File: src/rtl/hazard_pkg.sv
// Shared types and bounds for the pipeline hazard controller.
package hazard_pkg;

    localparam int LOAD_LAT_DEF = 1;
    localparam int LOAD_LAT_MIN = 1;
    localparam int LOAD_LAT_MAX = 3;

    typedef enum logic [1:0] {
        RUN        = 2'd0,
        LOAD_STALL = 2'd1,
        MEM_WAIT   = 2'd2
    } hz_state_t;

    typedef struct packed {
        logic stall_f;
        logic stall_d;
        logic stall_x;
        logic stall_m;
        logic flush_d;
        logic flush_x;
        logic bubble_w;
    } hz_ctrl_t;

    localparam hz_ctrl_t CTRL_NONE = '0;
    localparam hz_ctrl_t CTRL_LOAD = 7'b1100010;
    localparam hz_ctrl_t CTRL_MEM  = 7'b1111001;
    localparam hz_ctrl_t CTRL_BR   = 7'b0000110;

endpackage

File: src/rtl/hazard_ctrl_unit_if.sv
// Pipeline <-> hazard controller signal bundle; the pipeline is master.
interface hazard_ctrl_unit_if;
    logic [4:0] rs1_D, rs2_D, rd_X;
    logic       use_rs1_D, use_rs2_D;
    logic       memread_X, branch_taken_X;
    logic       mem_req_M, mem_ready_M;
    logic       stall_F, stall_D, stall_X, stall_M;
    logic       flush_D, flush_X, bubble_W;

    modport master (
        output rs1_D, rs2_D, rd_X, use_rs1_D, use_rs2_D,
               memread_X, branch_taken_X, mem_req_M, mem_ready_M,
        input  stall_F, stall_D, stall_X, stall_M, flush_D, flush_X, bubble_W
    );

    modport slave (
        input  rs1_D, rs2_D, rd_X, use_rs1_D, use_rs2_D,
               memread_X, branch_taken_X, mem_req_M, mem_ready_M,
        output stall_F, stall_D, stall_X, stall_M, flush_D, flush_X, bubble_W
    );
endinterface

File: src/rtl/hazard_perf_cnt.sv
// Stall/flush event counters, present only in HAZARD_PERF_EN builds.
module hazard_perf_cnt (
    input  logic        clk,
    input  logic        rst,
    input  logic        stall_F,
    input  logic        flush_D,
    output logic [31:0] stall_cycles,
    output logic [31:0] flush_count
);
    always_ff @(posedge clk or posedge rst) begin
        if (rst) begin
            stall_cycles <= '0;
            flush_count  <= '0;
        end else begin
            if (stall_F) stall_cycles <= stall_cycles + 32'd1;
            if (flush_D) flush_count  <= flush_count + 32'd1;
        end
    end
endmodule

File: src/rtl/hazard_ctrl_unit.sv
// Load-use / branch / memory-wait hazard controller with zero-latency stall decision.
// Optional HAZARD_PERF_EN adds stall_cycles and flush_count counters.
module hazard_ctrl_unit
    import hazard_pkg::*;
#(
    parameter int LOAD_LAT = LOAD_LAT_DEF
) (
    input  logic        clk,
    input  logic        rst,
    hazard_ctrl_unit_if.slave hz
`ifdef HAZARD_PERF_EN
    ,
    output logic [31:0] stall_cycles,
    output logic [31:0] flush_count
`endif
);
    if (LOAD_LAT < LOAD_LAT_MIN || LOAD_LAT > LOAD_LAT_MAX) begin : g_bad_lat
        $error("hazard_ctrl_unit: LOAD_LAT out of range");
    end

    hz_state_t  state, state_nxt;
    logic [1:0] cnt, cnt_nxt;
    logic       ret, ret_nxt;
    hz_ctrl_t   ctrl;
    logic       mem_busy, load_use;

    assign mem_busy = hz.mem_req_M & ~hz.mem_ready_M;
    assign load_use = (state == RUN) & hz.memread_X & (hz.rd_X != 5'd0) &
                      ((hz.use_rs1_D & (hz.rd_X == hz.rs1_D)) |
                       (hz.use_rs2_D & (hz.rd_X == hz.rs2_D)));

    always_comb begin
        state_nxt = state;
        cnt_nxt   = cnt;
        ret_nxt   = ret;
        ctrl      = CTRL_NONE;
        if (mem_busy) begin
            // freeze the whole pipe; remember whether a load bubble was in flight
            ctrl = CTRL_MEM;
            if (state != MEM_WAIT) begin
                state_nxt = MEM_WAIT;
                ret_nxt   = (state == LOAD_STALL);
            end
        end else if (hz.branch_taken_X) begin
            ctrl      = CTRL_BR;
            state_nxt = RUN;
            cnt_nxt   = 2'd0;
            ret_nxt   = 1'b0;
        end else begin
            case (state)
                RUN: begin
                    if (load_use) begin
                        ctrl = CTRL_LOAD;
                        if (LOAD_LAT > 1) begin
                            state_nxt = LOAD_STALL;
                            cnt_nxt   = 2'(LOAD_LAT - 1);
                        end
                    end
                end
                LOAD_STALL: begin
                    ctrl    = CTRL_LOAD;
                    cnt_nxt = cnt - 2'd1;
                    if (cnt <= 2'd1) begin
                        state_nxt = RUN;
                        cnt_nxt   = 2'd0;
                    end
                end
                MEM_WAIT: begin
                    ret_nxt   = 1'b0;
                    state_nxt = (ret && cnt != 2'd0) ? LOAD_STALL : RUN;
                end
                default: begin
                    state_nxt = RUN;
                    cnt_nxt   = 2'd0;
                    ret_nxt   = 1'b0;
                end
            endcase
        end
        if (rst) ctrl = CTRL_NONE;
    end

    always_ff @(posedge clk or posedge rst) begin
        if (rst) begin
            state <= RUN;
            cnt   <= 2'd0;
            ret   <= 1'b0;
        end else begin
            state <= state_nxt;
            cnt   <= cnt_nxt;
            ret   <= ret_nxt;
        end
    end

    assign hz.stall_F  = ctrl.stall_f;
    assign hz.stall_D  = ctrl.stall_d;
    assign hz.stall_X  = ctrl.stall_x;
    assign hz.stall_M  = ctrl.stall_m;
    assign hz.flush_D  = ctrl.flush_d;
    assign hz.flush_X  = ctrl.flush_x;
    assign hz.bubble_W = ctrl.bubble_w;

`ifdef HAZARD_PERF_EN
    hazard_perf_cnt u_perf (
        .clk          (clk),
        .rst          (rst),
        .stall_F      (ctrl.stall_f),
        .flush_D      (ctrl.flush_d),
        .stall_cycles (stall_cycles),
        .flush_count  (flush_count)
    );
`endif
endmodule

File: src/flat_wrapper.sv
// flat-port wrapper written by rule: the top's interface ports become plain ports
module hazard_ctrl_unit_flat import hazard_pkg::*;
#(
    parameter int LOAD_LAT = LOAD_LAT_DEF
)
  (clk, rst, hz_rs1_D, hz_rs2_D, hz_rd_X, hz_use_rs1_D, hz_use_rs2_D, hz_memread_X, hz_branch_taken_X, hz_mem_req_M, hz_mem_ready_M, hz_stall_F, hz_stall_D, hz_stall_X, hz_stall_M, hz_flush_D, hz_flush_X, hz_bubble_W);
  hazard_ctrl_unit_if hz_i ();
  input  logic clk;
  input  logic rst;
  input wire logic [$bits(hz_i.rs1_D)-1:0] hz_rs1_D;
  input wire logic [$bits(hz_i.rs2_D)-1:0] hz_rs2_D;
  input wire logic [$bits(hz_i.rd_X)-1:0] hz_rd_X;
  input wire logic [$bits(hz_i.use_rs1_D)-1:0] hz_use_rs1_D;
  input wire logic [$bits(hz_i.use_rs2_D)-1:0] hz_use_rs2_D;
  input wire logic [$bits(hz_i.memread_X)-1:0] hz_memread_X;
  input wire logic [$bits(hz_i.branch_taken_X)-1:0] hz_branch_taken_X;
  input wire logic [$bits(hz_i.mem_req_M)-1:0] hz_mem_req_M;
  input wire logic [$bits(hz_i.mem_ready_M)-1:0] hz_mem_ready_M;
  output wire logic [$bits(hz_i.stall_F)-1:0] hz_stall_F;
  output wire logic [$bits(hz_i.stall_D)-1:0] hz_stall_D;
  output wire logic [$bits(hz_i.stall_X)-1:0] hz_stall_X;
  output wire logic [$bits(hz_i.stall_M)-1:0] hz_stall_M;
  output wire logic [$bits(hz_i.flush_D)-1:0] hz_flush_D;
  output wire logic [$bits(hz_i.flush_X)-1:0] hz_flush_X;
  output wire logic [$bits(hz_i.bubble_W)-1:0] hz_bubble_W;
  assign hz_i.rs1_D = hz_rs1_D;
  assign hz_i.rs2_D = hz_rs2_D;
  assign hz_i.rd_X = hz_rd_X;
  assign hz_i.use_rs1_D = hz_use_rs1_D;
  assign hz_i.use_rs2_D = hz_use_rs2_D;
  assign hz_i.memread_X = hz_memread_X;
  assign hz_i.branch_taken_X = hz_branch_taken_X;
  assign hz_i.mem_req_M = hz_mem_req_M;
  assign hz_i.mem_ready_M = hz_mem_ready_M;
  assign hz_stall_F = hz_i.stall_F;
  assign hz_stall_D = hz_i.stall_D;
  assign hz_stall_X = hz_i.stall_X;
  assign hz_stall_M = hz_i.stall_M;
  assign hz_flush_D = hz_i.flush_D;
  assign hz_flush_X = hz_i.flush_X;
  assign hz_bubble_W = hz_i.bubble_W;
  hazard_ctrl_unit #(.LOAD_LAT(LOAD_LAT)) u_core (.clk(clk), .rst(rst), .hz(hz_i));
endmodule
File: config.mk
export PLATFORM = sky130hd
export DESIGN_NAME = hazard_ctrl_unit_flat
export DESIGN_NICKNAME = d
export VERILOG_FILES = /design/src/rtl/hazard_pkg.sv /design/src/rtl/hazard_ctrl_unit_if.sv /design/src/rtl/hazard_perf_cnt.sv /design/src/rtl/hazard_ctrl_unit.sv /design/src/flat_wrapper.sv
export SDC_FILE = /design/constraint.sdc
export NUM_CORES = 1
export LEC_CHECK = 0
export BUFFER_PORTS_ARGS = -buffer_cell sky130_fd_sc_hd__buf_2
export CORE_AREA = 2 2 39 41
export CTS_CLUSTER_DIAMETER = 30
export DETAILED_ROUTE_END_ITERATION = 10
export DIE_AREA = 0 0 41 43
export HOLD_SLACK_MARGIN = 0.02
export PLACE_DENSITY = 0.63
export SYNTH_ARGS = -nofsm -noshare
export SYNTH_HDL_FRONTEND = slang
export SYNTH_SLANG_ARGS = --single-unit
File: constraint.sdc
create_clock -name clk -period 1.3 [get_ports clk]
set_input_delay 0.13 -clock clk [delete_from_list [all_inputs] [get_ports clk]]
set_output_delay 0.13 -clock clk [all_outputs]
set_load 0.01 [all_outputs]
==> results of run 1 <==
layer usage:
layer	share of wire	vias up
li1	-	254
met1	0.43	215
met2	0.50	17
met3	0.065	0
met4	0	0
met5	0	-
worst paths after layout:
path	to	start	slack [ps]	cells past startpoint
max	hz_stall_D	u_core.state[0]	-210	4
min	u_core.cnt[1]	hz_branch_taken_X	250	3
max reg2reg	u_core.state[0]	u_core.state[0]	100	6
min reg2reg	u_core.cnt[1]	u_core.cnt[1]	510	1
max in group asynchronous	u_core.ret	rst	740	4
min in group asynchronous	u_core.cnt[1]	rst	450	4
report_power, final:
part           leakage [nW]  internal (W)  switching [W]
clock                0.0150      0.000116      0.0000679
sequential           0.0688      0.000158    0.000000741
combinational         0.269     0.0000705      0.0000579
cell type report:
| type | instances | area [um2] |
|---|---|---|
| clock buffer | 4 | 26.3 |
| sequential | 5 | 125 |
| inverter | 3 | 11.3 |
| multi-input combinational | 42 | 273 |
| timing repair buffer | 37 | 208 |
| fill | 143 | 721 |
| tap | 16 | 20.0 |
worst max-delay path, cell delays in order, from the launching register on:
cell,delay (ps)
dfrtp_1,380
and2b_2,200
a41o_1,220
a21o_2,190
buf_2,130
layout by cell type, fill, tap and decap left out, types with 2 or more instances in the layout:
master	count
nand2b_1	4
xnor2_1	10
o21ai_0	2
buf_2	29
nor2_1	5
o22ai_1	2
inv_1	3
buf_4	7
nand4_1	2
a21oi_1	2
nand2_1	5
clkbuf_4	3
dfrtp_1	5
flip-flops by register name, indices dropped and copies added (netlist names):
register,count
u_core.state,2
u_core.ret,1
u_core.cnt,2
timing repair:
action / 4_1_cts / 5_1_grt
resized for setup: 0 / 1
hold endpoints to repair: 5 / 0
setup buffers: 3 / 0
gates cloned: 0 / 0
hold buffers: 1 / 0
setup endpoints to repair: 3 / 4
pin swaps: 1 / 0
kinds of logic (layout without fill, tap and decap cells):
family	count (synthesis)	count (layout)	share of synthesized area
simple gates	20	20	0.230
flops	5	5	0.292
xor+xnor	10	10	0.204
buf+inv	6	44	0.0787
compound gates	12	12	0.195
per-stage QoR:
| step | instance area (um2) | util |
|---|---|---|
| after CTS | 661 | 0.477 |
| after detailed placement | 602 | 0.435 |
| final | 663 | 0.479 |
| after global placement | 602 | 0.435 |
| after global routing | 663 | 0.479 |
| after floorplan | 429 | - |
==> metrics.csv, run 1 <==
stage;metric;value;unit
global_routing;met3 usage;0.0366;
timing;Slew @ Worst Pin;205;ps
global_routing;pin count of the biggest net entering global routing;7;
logic_synthesis;largest cells by area after synthesis;dfrtp_1 (29%), xnor2_1 (20%), nand2b_1 (5.8%);
logic_synthesis;Top FF cell, synth;dfrtp_1;
die;die span in y;43;um
timing;fin crit share;1.16;
global_routing;Most Crowded Layer GR;met2;
layout;Layout Cells excl Fill;107;
layout;Layout area overhead;54.5;%
logic_synthesis;asr flop ratio synth;1.00;
route;Routed WL;1100;um
route;DRT Pass-1 Iters;4;
critical_path;WS Path Type;reg -> out;
pwr;PnR Total Power;0.000471;W
pwr;power density of the placed cells;710;nW/um2
timing;skew final;1.82;ps
route;Initial DRC Count;7;
placed_design;I/O Buffers;29;
timing;fmax;663;MHz
timing;RSZ-0062 raised after global routing;true;
logic_synthesis;top cell type by total area after synthesis;dfrtp_1;
timing;Final TNS setup;-598;ps
placed_design;Final GP Congestion;0.776;
logic_synthesis;Netlist cell types;20;
critical_path;Critical Path Source Type;register;
timing;final worst slack;-209;ps
timing;Final Hold Vio Count;0;
logic_synthesis;Post-synth EDFFs;0;
timing;final setup fails;3;
logic_synthesis;Gate Count Post-Synth;53;
logic_synthesis;share of the synthesized area in the top cell type;0.292;
layout;Antenna Cells;0;
placed_design;Detailed Place HPWL;874;um
clocking;Root Driver;clkbuf_4;
placed_design;Placement Setup Slack;3.18;ps
global_routing;first-pass GRT wire length;1860;um
layout;layout cells sized above 1;0.462;
clocking;Num Clock Sinks;5;
global_routing;M1 GR Usage;0.177;
global_routing;gr usage total;0.157;
flow_run;# Max-Cap Violations;0;
critical_path;Setup crit end kind;output port;
placed_design;Placed Cells;99;
timing;worst slack on hold paths;253;ps
layout;fin nets;115;
logic_synthesis;syn_nets;76;
critical_path;CP max FO;2;
critical_path;CP Data Arrival Time;1380;ps
pwr;Leak;0.352;nW
logic_synthesis;post-synthesis average cell area;8.10;um2
die;die footprint;1760;um2
clocking;clock tree from TritonCTS;done;
logic_synthesis;count leader, synth;xnor2_1;
route;ANT nets after route;0;
clocking;H-tree levels;1;
route;DRC;0;
outcome;failing checks;negative setup slack;
logic_synthesis;sequential share of the synthesized area;0.292;
die;I/O pin cnt;30;
clocking;clock buffer count from CTS;3;
logic_synthesis;yosys warns;0;
global_routing;GRT Residual Overflow;0;
die;Core Region;1380;um2
logic_synthesis;synth cell count leaders;xnor2_1 (10), nor2_1 (6), dfrtp_1 (5), nand2_1 (5), nand2b_1 (4);
pwr;VDD IR-drop max;0.365;mV
timing;Max Slew Vio Count;0;
clocking;CTS clk-pin slew, worst paths;50;ps
route;vias;486;
die;die width;41;um
route;Via density;4.54;
timing;slew margin rel.;0.863;
clocking;Skew-Pair Late Insertion Delay;240;ps
critical_path;Req. time, crit path;1170;ps
global_routing;vias in the first global route;458;
logic_synthesis;flops & latches, synth;5;
outcome;status;finished with violations;
route;WL per Instance;10.3;um
worst_hold_path;Tightest Hold Check Type;in -> reg;
die;Rows;14;
global_routing;met2 Track Usage GR;0.256;
global_routing;initial antenna violation count;0;
timing;fin crit period;1510;ps
clocking;clock tree buffer depth;2;
logic_synthesis;Mapped Area;429;um2
die;initial core utilization;0.310;
Note: power is estimated with default switching activity, not from simulation.
==> inputs of run 2 (changes only) <==
--- a/config.mk
+++ b/config.mk
@@ -7,11 +7,13 @@
 export LEC_CHECK = 0
 export BUFFER_PORTS_ARGS = -buffer_cell sky130_fd_sc_hd__buf_2
 export CORE_AREA = 2 2 39 41
+export CTS_BUF_LIST = sky130_fd_sc_hd__clkbuf_16
 export CTS_CLUSTER_DIAMETER = 30
 export DETAILED_ROUTE_END_ITERATION = 10
 export DIE_AREA = 0 0 41 43
 export HOLD_SLACK_MARGIN = 0.02
 export PLACE_DENSITY = 0.63
+export SKIP_LAST_GASP = 1
 export SYNTH_ARGS = -nofsm -noshare
 export SYNTH_HDL_FRONTEND = slang
 export SYNTH_SLANG_ARGS = --single-unit
==> run 2 against run 1 <==
The flow still finishes with violations (negative setup slack). Clock-buffer cell count is 1 lower. Via count is 2.5% higher. Worst setup slack better by 14 ps. Final area is 9.6% higher. Critical path type unchanged.
==> metrics.csv, run 2 (synthesized netlist as in run 1, its figures left out) <==
stage;metric;value;unit
route;vias;498;
route;DR WL met3;85;um
global_routing;GRT Residual Overflow;0;
layout;Antenna Cells;0;
route;DRT Pass-1 Iters;4;
clocking;clock tree buffer depth;2;
clocking;Skew-Pair Late Insertion Delay;230;ps
critical_path;Setup crit end kind;output port;
outcome;failing checks;negative setup slack;
placed_design;Placement Setup Slack;3.18;ps
timing;final worst slack;-195;ps
route;DRC;0;
route;Initial DRC Count;8;
global_routing;pin count of the biggest net entering global routing;7;
timing;skew final;2.32;ps
route;met2 wire length;582;um
timing;Final TNS setup;-556;ps
layout;final instance area;727;um2
critical_path;CP max FO;2;
critical_path;reg2reg setup slack;30;ps
timing;RSZ-0062 raised after global routing;true;
layout;fin nets;116;
layout;most common cell after layout, fill and taps aside;buf_2;
clocking;H-tree levels;1;
critical_path;WS Path Type;reg -> out;
placed_design;Final GP Congestion;0.776;
die;die footprint;1760;um2
clocking;clock tree from TritonCTS;done;
layout;Layout area overhead;69.4;%
flow_run;# Max-Cap Violations;0;
pwr;Leak;0.385;nW
route;Via density;4.61;
die;Rows;14;
layout;layout cells sized above 1;0.478;
die;I/O pin cnt;30;
die;die span in y;43;um
placed_design;Detailed Place HPWL;874;um
global_routing;initial antenna violation count;0;
clocking;Num Clock Sinks;5;
route;Routed WL;1180;um
timing;Max Slew Vio Count;0;
global_routing;vias in the first global route;478;
worst_hold_path;Tightest Hold Check Type;in -> reg;
timing;fmax;669;MHz
clocking;Root Driver;clkbuf_16;
timing;Final Hold Vio Count;0;
layout;Regs by FF count;u_core.cnt (2), u_core.state (2), u_core.ret (1);
layout;most frequent cells in the layout;buf_2 (29), xnor2_1 (10), buf_4 (8);
critical_path;CP Data Arrival Time;1360;ps
timing;final setup fails;3;
placed_design;Placed Area;602;um2
outcome;status;finished with violations;
worst_hold_path;Hold Crit Depth;3;
die;initial core utilization;0.310;
die;die width;41;um
clocking;clock buffer count from CTS;3;
timing;fin crit share;1.15;
timing;fin crit period;1490;ps
route;ANT nets after route;0;
layout;Fillers;134;
global_routing;first-pass GRT wire length;1950;um
pwr;power density of the placed cells;1090;nW/um2
critical_path;reg2reg path depth;6;
timing;slew margin rel.;0.864;
route;max layer used;met3;
global_routing;gr usage total;0.165;
critical_path;Req. time, crit path;1170;ps
timing;Slew @ Worst Pin;202;ps
route;WL met1;507;um
layout;final core occ;0.525;
pwr;VDD IR-drop max;0.621;mV
clocking;CTS clk-pin slew, worst paths;30;ps
die;Core Region;1380;um2
placed_design;I/O Buffers;29;
route;WL per Instance;10.9;um
critical_path;Critical Path Source Type;register;
[run 2: per-stage QoR]
step / std cells / power (W) / hold slack (ps)
finish: 108 / 0.000789 / 274
global route: 108 / 0.000830 / 290
CTS: 107 / 0.000791 / 278
detailed placement: 99 / 0.000285 / 151
global placement: 99 / 0.000284 / 142
floorplan: 53 / 0.000227 / -78.1
[run 2: repair_timing]
item,4_1_cts,5_1_grt
pin swaps,1,0
buffers inserted,3,1
endpoints found under the setup margin,3,4
hold buffers,1,0
gates resized for setup,0,3
endpoints found under the hold margin,5,0
[run 2: area by class of cell]
| cell class | instances | area (um2) | area share |
|---|---|---|---|
| multi-input cells | 42 | 277 | 0.380 |
| repair buffers | 38 | 215 | 0.296 |
| flip-flops and latches | 5 | 125 | 0.172 |
| clock buffers | 3 | 75.1 | 0.103 |
| well taps | 16 | 20.0 | 0.0275 |
| inverters | 3 | 11.3 | 0.0155 |
| clock inverters | 1 | 3.75 | 0.00516 |
[run 2: per-layer routing]
metal | GRT usage | up-vias
met1 | 0.184 | 223
met4 | 0.0600 | 0
met5 | 0 | -
met3 | 0.0681 | 0
met2 | 0.266 | 19
li1 | - | 256
[run 2: final timing paths]
kind	from	end
setup / recovery	u_core.state[0]	hz_stall_D
hold / removal	hz_branch_taken_X	u_core.state[0]
setup reg to reg	u_core.state[0]	u_core.state[0]
hold reg to reg	u_core.ret	u_core.ret
max in group asynchronous	rst	u_core.ret
min in group asynchronous	rst	u_core.cnt[1]
[run 2: worst max-delay path: stages, from the launching register on]
cell     delay, ps
dfrtp_1        380
and2b_2        210
a41o_1         220
a21o_2         190
buf_2          130
[run 2: power by group]
group,leakage [nW],switching (W),internal [W]
clock network,0.0423,0.000102,0.000399
registers,0.0688,0.000000702,0.000158
logic,0.274,0.0000586,0.0000705
==> inputs of run 3 (changes only) <==
--- a/config.mk
+++ b/config.mk
@@ -6,13 +6,16 @@
 export NUM_CORES = 1
 export LEC_CHECK = 0
 export BUFFER_PORTS_ARGS = -buffer_cell sky130_fd_sc_hd__buf_2
-export CORE_AREA = 2 2 39 41
+export CAP_MARGIN = 0
+export CELL_PAD_IN_SITES_DETAIL_PLACEMENT = 1
+export CELL_PAD_IN_SITES_GLOBAL_PLACEMENT = 1
+export CORE_MARGIN = 2
+export CORE_UTILIZATION = 26
 export CTS_BUF_LIST = sky130_fd_sc_hd__clkbuf_16
 export CTS_CLUSTER_DIAMETER = 30
 export DETAILED_ROUTE_END_ITERATION = 10
-export DIE_AREA = 0 0 41 43
 export HOLD_SLACK_MARGIN = 0.02
-export PLACE_DENSITY = 0.63
+export PLACE_DENSITY = 0.74
 export SKIP_LAST_GASP = 1
 export SYNTH_ARGS = -nofsm -noshare
 export SYNTH_HDL_FRONTEND = slang
==> run 3 against run 2 <==
The run still ends with negative setup slack left. Via count rose by 0.40%. Die area rose by 13%. Clock skew fell by 0.65 ps. Worst hold slack improved by 3.2 ps. Flip-flop and latch count did not move. Wire length rose by 14%. Power fell by 0.21%. Clock-buffer cell count did not move. Global-route usage fell by 1.3 points. Worst setup slack got worse by 16 ps. Register-to-register slack improved by 40 ps. Critical path depth did not move. Largest cell class unchanged. Largest power group unchanged.
==> metrics.csv, run 3 (synthesized netlist as in run 1, its figures left out) <==
stage;metric;value;unit
die;die footprint;1990;um2
route;Initial DRC Count;7;
route;ANT nets after route;0;
die;Rows;14;
clocking;CTS clk-pin slew, worst paths;30;ps
placed_design;Final GP Congestion;0.793;
layout;Regs by FF count;u_core.cnt (2), u_core.state (2), u_core.ret (1);
outcome;status;finished with violations;
layout;Layout Cells excl Fill;107;
route;vias;500;
layout;most common cell after layout, fill and taps aside;buf_2;
global_routing;pin count of the biggest net entering global routing;7;
timing;final worst slack;-211;ps
clocking;Root Driver;clkbuf_16;
placed_design;Placed Cells;99;
timing;fin crit period;1510;ps
critical_path;Setup crit end kind;output port;
timing;Final Hold Vio Count;0;
layout;final core occ;0.475;
die;die width;44.6;um
timing;fin crit share;1.16;
timing;final setup fails;3;
pwr;VDD IR-drop max;1.03;mV
route;WL per Instance;12.5;um
critical_path;Req. time, crit path;1170;ps
critical_path;Critical Path Source Type;register;
die;Core Region;1520;um2
global_routing;GRT Residual Overflow;0;
critical_path;CP Data Arrival Time;1380;ps
worst_hold_path;Tightest Hold Check Type;in -> reg;
global_routing;gr usage total;0.152;
timing;fmax;662;MHz
timing;RSZ-0062 raised after global routing;true;
die;die span in y;44.6;um
timing;skew final;1.67;ps
clocking;clock tree from TritonCTS;done;
placed_design;Detailed Place HPWL;1040;um
flow_run;# Max-Cap Violations;0;
layout;fin nets;115;
placed_design;I/O Buffers;29;
critical_path;Worst path max stage delay;370;ps
clocking;Skew-Pair Late Insertion Delay;230;ps
global_routing;first-pass GRT wire length;2120;um
layout;Layout area overhead;68.5;%
timing;Slew @ Worst Pin;198;ps
die;I/O pin cnt;30;
timing;Max Slew Vio Count;0;
clocking;H-tree levels;1;
global_routing;vias in the first global route;505;
critical_path;CP max FO;3;
outcome;failing checks;negative setup slack;
clocking;clock tree buffer depth;2;
critical_path;critical path, cell by cell;and2b_2, a41o_1, a21o_2, buf_2;
layout;Antenna Cells;0;
pwr;Leak;0.381;nW
route;DRC;0;
layout;layout cells sized above 1;0.473;
route;DRT Pass-1 Iters;4;
critical_path;CP max-delay cell;dfrtp_1;
critical_path;WS Path Type;reg -> out;
global_routing;initial antenna violation count;0;
pwr;power density of the placed cells;1090;nW/um2
timing;slew margin rel.;0.868;
route;Routed WL;1340;um
layout;most frequent cells in the layout;buf_2 (29), xnor2_1 (10), buf_4 (7);
route;Via density;4.67;
clocking;clock buffer count from CTS;3;
die;initial core utilization;0.282;
clocking;Num Clock Sinks;5;
[run 3: cell types whose count changed in the layout (fill, tap and decap cells not counted)]
cell      delta
buf_4        -1
nand2b_1     -1
nand2b_4     +1
o21ai_0      +1
o21ai_2      -1
[run 3: what timing repair did]
item                                    4_1_cts  5_1_grt
pin swaps                                     1        2
hold buffers                                  1        0
endpoints found under the setup margin        3        4
gates resized for setup                       0        2
endpoints found under the hold margin         5        0
buffers inserted                              2        1
[run 3: power by group]
group	switching [W]	internal [W]	total (W)	leakage (nW)
Combinational	0.0000616	0.0000734	0.000135	0.270
Sequential	0.00000151	0.000158	0.000160	0.0688
Clock	0.0000949	0.000398	0.000493	0.0423
[run 3: final cells by class]
| class | count | area, um2 |
|---|---|---|
| fill | 199 | 801 |
| multi-input combinational | 42 | 280 |
| timing repair buffer | 37 | 208 |
| sequential | 5 | 125 |
| clock buffer | 3 | 75.1 |
| tap | 16 | 20.0 |
| inverter | 3 | 11.3 |
| clock inverter | 1 | 3.75 |
[run 3: worst paths after layout]
| kind | from | end | slack, ps | depth (start not counted) |
|---|---|---|---|---|
| max reg2reg | u_core.state[0] | u_core.state[0] | 70 | 6 |
| max | u_core.state[1] | hz_stall_D | -210 | 4 |
| min in group asynchronous | rst | u_core.ret | 450 | 4 |
| min reg2reg | u_core.ret | u_core.ret | 500 | 1 |
| max in group asynchronous | rst | u_core.state[1] | 750 | 4 |
| min | hz_branch_taken_X | u_core.cnt[1] | 280 | 3 |
[run 3: critical path, delay by kind of cell (launching register included)]
family | cells | cell delay, ps
DFF | 1 | 370
buffers and inverters | 1 | 130
AOI/OAI and AO/OA | 2 | 410
and+or+nand+nor | 1 | 240
[run 3: per-layer routing]
metal | share of wire | vias up | track usage
li1 | - | 254 | -
met1 | 0.43 | 227 | 0.167
met2 | 0.51 | 17 | 0.258
met3 | 0.049 | 2 | 0.0653
met4 | 0.013 | 0 | 0.0545
met5 | 0 | - | 0
[run 3: stage by stage]
stage | area (um2) | hold WS, ps | setup TNS, ps | total power, W | worst slack [ps]
2_1_floorplan | 429 | -78.1 | 0 | 0.000227 | 11.6
3_3_place_gp | 602 | 142 | -19.0 | 0.000286 | -17.7
3_5_place_dp | 602 | 147 | -28.9 | 0.000288 | -17.3
4_1_cts | 706 | 278 | -528 | 0.000794 | -185
5_1_grt | 723 | 291 | -726 | 0.000826 | -253
6_report | 723 | 278 | -608 | 0.000787 | -211
